## src/rtl/alu_issue_queue.sv

```systemverilog
// alu_issue_queue: collapsing reservation station for the integer ALU.
// Entries are allocated in order at the tail and wake up from one result
// broadcast bus. Each cycle the oldest fully-ready entry is issued through
// registered alu_issue_* outputs.
// Optional feature macro: ALU_IQ_PERF_CNT_EN adds perf_issue_cnt and
// perf_full_stall_cnt.

`ifndef DATA_WIDTH_ALU_OP
`define DATA_WIDTH_ALU_OP 4
`endif
`ifndef PC_WIDTH
`define PC_WIDTH 32
`endif
`ifndef WORD_WIDTH
`define WORD_WIDTH 32
`endif

module alu_issue_queue #(
  parameter int IQ_DEPTH   = 8,
  parameter int PTAG_WIDTH = 6,
  parameter int CNT_WIDTH  = 4
) (
  input  logic                          clk,
  input  logic                          rst,
  input  logic                          flush,
  input  logic                          dispatch_en,
  input  logic [`DATA_WIDTH_ALU_OP-1:0] dispatch_op,
  input  logic [`PC_WIDTH-1:0]          dispatch_pc,
  input  logic [`WORD_WIDTH-1:0]        dispatch_imm,
  input  logic [PTAG_WIDTH-1:0]         dispatch_rd_ptag,
  input  logic [PTAG_WIDTH-1:0]         dispatch_rs1_ptag,
  input  logic [PTAG_WIDTH-1:0]         dispatch_rs2_ptag,
  input  logic                          dispatch_rs1_ready,
  input  logic                          dispatch_rs2_ready,
  input  logic [`WORD_WIDTH-1:0]        dispatch_rs1_value,
  input  logic [`WORD_WIDTH-1:0]        dispatch_rs2_value,
  output logic                          iq_full,
  input  logic                          wb_valid,
  input  logic [PTAG_WIDTH-1:0]         wb_ptag,
  input  logic [`WORD_WIDTH-1:0]        wb_value,
  output logic                          alu_issue_en,
  output logic [`DATA_WIDTH_ALU_OP-1:0] alu_issue_queue_op,
  output logic [`PC_WIDTH-1:0]          alu_issue_queue_pc,
  output logic [`WORD_WIDTH-1:0]        alu_issue_queue_imm,
  output logic [`WORD_WIDTH-1:0]        alu_issue_queue_rs1_value,
  output logic [`WORD_WIDTH-1:0]        alu_issue_queue_rs2_value,
`ifdef ALU_IQ_PERF_CNT_EN
  output logic [31:0]                   perf_issue_cnt,
  output logic [31:0]                   perf_full_stall_cnt,
`endif
  output logic [PTAG_WIDTH-1:0]         alu_issue_queue_rd_ptag
);

  localparam int IDX_W = (IQ_DEPTH > 1) ? $clog2(IQ_DEPTH) : 1;

  typedef struct packed {
    logic [`DATA_WIDTH_ALU_OP-1:0] op;
    logic [`PC_WIDTH-1:0]          pc;
    logic [`WORD_WIDTH-1:0]        imm;
    logic [PTAG_WIDTH-1:0]         rd_ptag;
    logic [PTAG_WIDTH-1:0]         rs1_ptag;
    logic                          rs1_ready;
    logic [`WORD_WIDTH-1:0]        rs1_value;
    logic [PTAG_WIDTH-1:0]         rs2_ptag;
    logic                          rs2_ready;
    logic [`WORD_WIDTH-1:0]        rs2_value;
  } entry_t;

  entry_t                ent_q [IQ_DEPTH];
  entry_t                ent_n [IQ_DEPTH];
  entry_t                disp_ent;
  logic [IQ_DEPTH-1:0]   valid_q, valid_n;
  logic [CNT_WIDTH-1:0]  count_q, count_n;
  logic [IDX_W-1:0]      sel_idx;
  logic                  sel_found;
  logic                  issue_fire;
  logic                  dispatch_fire;

  assign iq_full       = (count_q == CNT_WIDTH'(IQ_DEPTH));
  assign issue_fire    = sel_found & ~flush;
  assign dispatch_fire = dispatch_en & ~iq_full & ~flush;

  // Incoming uop, with same-cycle broadcast bypass for not-ready sources.
  always_comb begin
    disp_ent.op        = dispatch_op;
    disp_ent.pc        = dispatch_pc;
    disp_ent.imm       = dispatch_imm;
    disp_ent.rd_ptag   = dispatch_rd_ptag;
    disp_ent.rs1_ptag  = dispatch_rs1_ptag;
    disp_ent.rs1_ready = dispatch_rs1_ready | (wb_valid && wb_ptag == dispatch_rs1_ptag);
    disp_ent.rs1_value = dispatch_rs1_ready ? dispatch_rs1_value : wb_value;
    disp_ent.rs2_ptag  = dispatch_rs2_ptag;
    disp_ent.rs2_ready = dispatch_rs2_ready | (wb_valid && wb_ptag == dispatch_rs2_ptag);
    disp_ent.rs2_value = dispatch_rs2_ready ? dispatch_rs2_value : wb_value;
  end

  // Select the lowest-index (oldest) valid entry with both sources ready.
  always_comb begin
    // NOTE: every output of a combinational block gets a default first so
    // that no path leaves it unassigned, which would infer a latch.
    sel_found = 1'b0;
    sel_idx   = '0;
    for (int i = IQ_DEPTH - 1; i >= 0; i--) begin
      if (valid_q[i] && ent_q[i].rs1_ready && ent_q[i].rs2_ready) begin
        sel_found = 1'b1;
        sel_idx   = IDX_W'(i);
      end
    end
  end

  // Next queue image: collapse over the issued slot, wake up, then append.
  always_comb begin
    // NOTE: combinational logic uses blocking assignments so later steps in
    // this block see the results of earlier ones (collapse -> wakeup -> write).
    for (int i = 0; i < IQ_DEPTH; i++) begin
      ent_n[i]   = ent_q[i];
      valid_n[i] = valid_q[i];
      if (issue_fire && i >= int'(sel_idx)) begin
        ent_n[i]   = ent_q[(i < IQ_DEPTH - 1) ? i + 1 : i];
        valid_n[i] = (i < IQ_DEPTH - 1) ? valid_q[(i < IQ_DEPTH - 1) ? i + 1 : i] : 1'b0;
      end
      if (valid_n[i] && wb_valid) begin
        if (!ent_n[i].rs1_ready && ent_n[i].rs1_ptag == wb_ptag) begin
          ent_n[i].rs1_ready = 1'b1;
          ent_n[i].rs1_value = wb_value;
        end
        if (!ent_n[i].rs2_ready && ent_n[i].rs2_ptag == wb_ptag) begin
          ent_n[i].rs2_ready = 1'b1;
          ent_n[i].rs2_value = wb_value;
        end
      end
      if (dispatch_fire && i == int'(count_q) - (issue_fire ? 1 : 0)) begin
        ent_n[i]   = disp_ent;
        valid_n[i] = 1'b1;
      end
    end
    count_n = count_q + CNT_WIDTH'(dispatch_fire) - CNT_WIDTH'(issue_fire);
    if (flush) begin
      valid_n = '0;
      count_n = '0;
    end
  end

  // Control state and registered issue port.
  always_ff @(posedge clk or posedge rst) begin
    if (rst) begin
      valid_q                   <= '0;
      count_q                   <= '0;
      alu_issue_en              <= 1'b0;
      alu_issue_queue_op        <= '0;
      alu_issue_queue_pc        <= '0;
      alu_issue_queue_imm       <= '0;
      alu_issue_queue_rs1_value <= '0;
      alu_issue_queue_rs2_value <= '0;
      alu_issue_queue_rd_ptag   <= '0;
    end else begin
      // NOTE: sequential state uses non-blocking assignments so every
      // register samples pre-edge values and ordering inside the block is moot.
      valid_q      <= valid_n;
      count_q      <= count_n;
      alu_issue_en <= issue_fire;
      if (issue_fire) begin
        alu_issue_queue_op        <= ent_q[sel_idx].op;
        alu_issue_queue_pc        <= ent_q[sel_idx].pc;
        alu_issue_queue_imm       <= ent_q[sel_idx].imm;
        alu_issue_queue_rs1_value <= ent_q[sel_idx].rs1_value;
        alu_issue_queue_rs2_value <= ent_q[sel_idx].rs2_value;
        alu_issue_queue_rd_ptag   <= ent_q[sel_idx].rd_ptag;
      end
    end
  end

  // Entry payload storage.
  always_ff @(posedge clk) begin
    // NOTE: payload is qualified by valid_q, so it carries no reset and can
    // map onto plain flops or a register file.
    ent_q <= ent_n;
  end

`ifdef ALU_IQ_PERF_CNT_EN
  // Free-running performance counters; cleared only by rst.
  always_ff @(posedge clk or posedge rst) begin
    if (rst) begin
      perf_issue_cnt      <= '0;
      perf_full_stall_cnt <= '0;
    end else begin
      if (issue_fire)
        perf_issue_cnt <= perf_issue_cnt + 32'd1;
      if (dispatch_en && iq_full)
        perf_full_stall_cnt <= perf_full_stall_cnt + 32'd1;
    end
  end
`endif

endmodule

```

## config.mk

```make
export PLATFORM = sky130hd
export DESIGN_NAME = alu_issue_queue
export DESIGN_NICKNAME = d
export VERILOG_FILES = /design/src/rtl/alu_issue_queue.sv
export SDC_FILE = /design/constraint.sdc
export NUM_CORES = 2
export LEC_CHECK = 0
export BUFFER_PORTS_ARGS = -buffer_cell sky130_fd_sc_hd__buf_2
export CORE_MARGIN = 2
export CORE_UTILIZATION = 30
export CTS_CLUSTER_SIZE = 24
export DETAILED_ROUTE_END_ITERATION = 10
export PLACE_DENSITY = 0.57
export SLEW_MARGIN = 25
export SYNTH_ARGS = -nofsm -noshare
export SYNTH_HDL_FRONTEND = slang
export SYNTH_SLANG_ARGS = --single-unit
```

## constraint.sdc

```tcl
create_clock -name clk -period 10.76 [get_ports clk]
set_input_delay 0.538 -clock clk [delete_from_list [all_inputs] [get_ports clk]]
set_output_delay 0.538 -clock clk [all_outputs]
set_load 0.01 [all_outputs]
```

# Yosys cells after proc, flatten, opt, wreduce, memory -nomap -nowiden
# Index checks and enable logic that the tools add are counted.
op_classes:
  add_sub_neg: 3
  magnitude_cmp: 8
  eq_ne: 26
  mux: 87
  bitwise_logic: 8
  reduce_logical: 86
op_table:
  columns: ["op", "count"]
  rows:
  - ["152-bit 2-to-1 mux", 16]
  - ["33-bit 2-to-1 mux", 32]
  - ["152-bit binary-select mux with 3-bit select", 1]
  - ["6-bit equality test", 18]
  - ["72-bit 2-to-1 mux", 1]
  - ["32-bit 2-to-1 mux", 2]
  - ["1-bit logical AND", 57]
  - ["32-bit logical NOT", 1]
  - ["1-bit 2-to-1 mux", 25]
  - ["3-bit 2-to-1 mux", 8]
  - ["4-bit by 5-bit equality test with 1-bit output (first input constant)", 4]
  - ["2-bit nonzero test", 10]
  - ["1-bit logical NOT", 16]
  - ["3-bit by 5-bit equality test with 1-bit output (first input constant)", 2]
  - ["3-bit >= comparator (first input constant)", 3]
  - ["8-bit 2-to-1 mux", 1]
  - ["1-bit by 3-bit >= comparator with 1-bit output (first input constant)", 2]
  - ["2-bit by 3-bit >= comparator with 1-bit output (first input constant)", 2]
  - ["2-bit by 5-bit equality test with 1-bit output (first input constant)", 1]
  - ["4-bit by 1-bit subtractor with 5-bit output", 1]
  - ["4-bit by 1-bit adder with 4-bit output", 1]
  - ["4-bit equality test (second input constant)", 1]
  - ["4-bit >= comparator (second input constant)", 1]
  - ["4-bit 2-to-1 mux", 1]
  - ["6 further kinds", 11]
word_totals:
  register_bits: 1367
  in_bits: 195
  output_inout_bits: 140
  wordCells: 307

# Depth between registers and ports, before layout
logic_depth:
  word_depth: 18
  ltp_mapped: 19
  ltp_nobuf: 14

# Worst setup path before layout
# No wires, ideal clock.
synth_path:
  kind: "register to register"
  from: "reg ent_q[32] in the netlist's numbering"
  to: "reg ent_q[62] in the netlist's numbering (data pin)"
  setup_ps: 378
  t_arrival_ps: 5652
  required_ps: 10382
  setup_slack_ps: 4730
  stages_incl_launch_ff: 18
  n_path_buf: 6
  synth_period_minus_slack_ps: 6030
  path_cell_list: "edfxtp_1 nand3_2 nand2_1 clkbuf_1 nor3_1 or2_2 clkbuf_1 clkbuf_1 inv_1 ha_1 o21ai_0 xnor2_1 nor2b_1 clkbuf_1 and2_1 clkbuf_1 clkbuf_1 a21oi_1"
synth_lines:
  columns: ["item", "line", "text"]
  rows:
  - ["start: declaration", "69", "entry_t ent_q [IQ_DEPTH];"]
  - ["start signal: assignment", "177", "ent_q <= ent_n;"]

==> out/results.tsv <==
stage	metric	value	unit
status	status	finished, final reports clean	
global_routing	global route overflow	0	
power	combinational share of power	0.266	
global_routing	global router's overall resource usage	0.231	
timing	Setup TNS Final	0	ns
clock_network	Num CTS Buffers	150	
synth	cell area after synthesis	72300	um2
synth	FFs w/ async S/R, synth	0.110	
finish	fin nets	8306	
timing	RSZ-0062 raised after global routing	no	
power	pwr dens	219	nW/um2
timing	Final period util	0.533	
synth	cell accounting for the most synthesized area	edfxtp_1	
synth	Syn Area/Cell	8.80	um2
global_routing	largest net degree at the start of global routing	190	
route	vias	65300	
run	max-cap violations	0	
placed_design	DP HPWL	167000	um
route	number of routed nets with antenna violations	0	
clock_network	maximum buffer depth of the clock tree	3	
finish	Final Instance Count excl. Fillers	11400	
die	die height	495	um
clock_network	Num Clock Sinks	1367	
finish	ratio of cells with drive above 1 in the final layout	0.0989	
die	width of the die	495	um
synth	number of synthesized register bits	1367	
timing	Tmin final	5.73	ns
synth	Post-synth EDFFs	670	
clock_network	CTS clk-pin slew, worst paths	0.06	ns
timing	slew margin rel.	0.227	
min_path	hold depth	1	
synth	cells after synthesis	8218	
critical_path	cell at the slowest stage of the critical path	buf_4	
global_routing	via count of the first global-routing pass	62700	
die	FP Rows	180	
clock_network	CTS tree	done	
die	die area	245000	um2
timing	# setup viols final	0	
clock_network	clock root buffer	clkbuf_16	
route	Pre-Repair DR Iteration Count	7	
timing	Hold Slack	0.0641	ns
finish	Synth-to-Final Area Change	13.1	%
power	Cell Int Power	11.6	mW
synth	Synth Net Count	8424	
power	worst ir drop on vdd	0.145	mV
clock_network	Post-CTS Setup Bufs	0	
critical_path	CP endpoint kind	flop	
critical_path	CP required	11.45	ns
die	number of I/O pins	335	
finish	Fill cells	24600	
clock_network	worst skew pair latency	0.83	ns
synth	warnings from Yosys	0	
power	Switch Pwr	6.24	mW
placed_design	dpl cells	11100	
die	core area	240000	um2
synth	most common cell in the netlist	nand2_1	
synth	synth cell count leaders	2319 x nand2_1, 670 x edfxtp_1, 659 x nand3_1, 633 x mux2i_1, 596 x clkbuf_1	
route	drt initial violations	7635	
power	Clk pwr share	0.294	
global_routing	first-pass GRT wire length	427000	um
min_path	Min-Delay Path Class	in2reg	
route	drt total wl	294000	um
timing	worst clock skew	0.0375	ns
clock_network	Post-CTS Resized	0	
critical_path	CP max stage delay	0.88	ns
power	Static Leak	32.4	nW
global_routing	initial antenna violation count	55	
power	switch share	0.349	
timing	Max Slew Vio Count	0	
synth	top cell type's share of synthesized area	0.278	
critical_path	CP most frequent cell	nand2_1	
timing	final hold vios	0	
power	Seq pwr share	0.440	
synth	largest cells by area after synthesis	edfxtp_1 28%, dfxtp_1 15%, nand2_1 12%	
synth	sequential share of the synthesized area	0.481	
critical_path	worst reg2reg path depth	15	
timing	Slew @ Worst Pin	1.16	ns
placed_design	port bufs	334	
critical_path	CP Max Fanout	55	
critical_path	CP Cell Sequence	nand3_2 -> nand4_2 -> nor3_1 -> or2_4 -> inv_1 -> ha_1 -> ha_1 -> nand2_1 -> nand2_1 -> nor3_1 -> and2_4 -> buf_4 -> buf_4 -> nand2_1 -> nand2_1	
critical_path	Worst Setup Path Type	reg2reg	
die	initial cell density of the core	0.301	
route	average wire per standard cell	25.7	um
synth	Primary FF master, synth	edfxtp_1	
timing	fmax	0.174	GHz
route	drt drc	0	
placed_design	Routability Congestion	0.877	
route	Via-to-Cell Ratio	5.71	
critical_path	CP arrival	6.42	ns
clock_network	H-tree levels	4	
critical_path	Startpoint Class	flop	
synth	Synth cell types	77	
-- cells by family after synthesis --
kind of cell	count (synthesis)	synth area share
compound gates	1556	0.145
mux	671	0.0935
buf+inv	809	0.0458
simple gates	3706	0.220
flops	1367	0.481
fa+ha+maj	11	0.00201
xor+xnor	98	0.0119
-- per-layer routing --
metal,GRT usage,part of all wire
met4,0.0980,0.042
met2,0.364,0.45
met3,0.0551,0.11
met1,0.303,0.40
met5,0,0.0010
-- placed cells by master (no fill, tap or decap), types with 69 or more instances in the layout --
cell type / count
dlygate4sd3_1: 69
nand3_1: 658
dfrtp_1: 151
nor2b_1: 179
buf_2: 333
nor2_1: 285
a221oi_1: 138
and3_1: 115
o31ai_1: 108
nand2_1: 2304
o211ai_1: 173
clkbuf_16: 150
dfxtp_1: 546
a211oi_1: 210
buf_4: 107
o21ai_0: 295
mux2i_1: 631
edfxtp_1: 670
a21oi_1: 430
-- critical path, delay by kind of cell (launching register included) --
| family | cells | cell delay, ns |
|---|---|---|
| fa+ha+maj | 2 | 0.43 |
| buf+inv | 3 | 1.69 |
| flops | 1 | 0.41 |
| simple gates | 10 | 2.91 |
-- power by group through the flow --
stage | Combinational, mW | Clock [mW] | Sequential (mW)
final | 4.76 | 5.25 | 7.88
after global routing | 5.25 | 5.50 | 8.01
after floorplan | 3.09 | 0 | 7.67
after detailed placement | 4.69 | 0 | 7.95
after global placement | 4.55 | 0 | 7.92
after CTS | 4.74 | 5.30 | 7.85
-- timing repair --
action / in CTS / in global routing
hold buffers: 69 / 0
setup endpoints to repair: 0 / 0
endpoints found under the hold margin: 143 / 0
-- final timing paths --
check                                                              start                                        end  slack (ns)
min in group asynchronous                                            rst  alu_issue_queue_rs1_value[15]$_DFFE_PP0P_        0.43
worst min register to register  alu_issue_queue_rs2_value[4]$_DFFE_PP0P_   alu_issue_queue_rs2_value[4]$_DFFE_PP0P_        0.52
max in group asynchronous                                            rst          alu_issue_queue_op[2]$_DFFE_PP0P_        8.79
worst max register to register                      valid_q[0]$_DFF_PP0_                       ent_q[737]$_DFFE_PP_        5.03
worst max-delay path                                valid_q[0]$_DFF_PP0_                       ent_q[737]$_DFFE_PP_        5.03
worst min-delay path                                      dispatch_pc[5]                       ent_q[121]$_DFFE_PP_        0.06
-- through the flow --
| step | area, um2 | util | power [mW] | setup slack [ns] |
|---|---|---|---|---|
| after floorplan | 72300 | - | 10.8 | 4.73 |
| after global placement | 76100 | 0.317 | 12.5 | 5.33 |
| after detailed placement | 76100 | 0.317 | 12.6 | 5.18 |
| after CTS | 81700 | 0.340 | 17.9 | 5.14 |
| after global routing | 81800 | 0.341 | 18.8 | 4.74 |
| final | 81800 | 0.341 | 17.9 | 5.03 |
-- flip-flops by register name, indices dropped and copies added (netlist names) --
name,cells
alu_issue_queue_op,4
valid_q,8
alu_issue_en,1
alu_issue_queue_rs2_value,32
count_q,4
alu_issue_queue_pc,32
ent_q,1216
alu_issue_queue_rd_ptag,6
alu_issue_queue_rs1_value,32
alu_issue_queue_imm,32
-- cell type report --
| cell class | count | area, um2 | share of cell area |
|---|---|---|---|
| flip-flops and latches | 1367 | 34800 | 0.426 |
| repair buffers | 526 | 3480 | 0.0425 |
| multi-input cells | 6042 | 34600 | 0.422 |
| clock inverters | 59 | 639 | 0.00781 |
| inverters | 13 | 56.3 | 0.000688 |
| well taps | 3185 | 3990 | 0.0487 |
| clock buffers | 223 | 4230 | 0.0517 |
| diodes | 20 | 50.0 | 0.000612 |
Power figures use the tool's default switching activity.
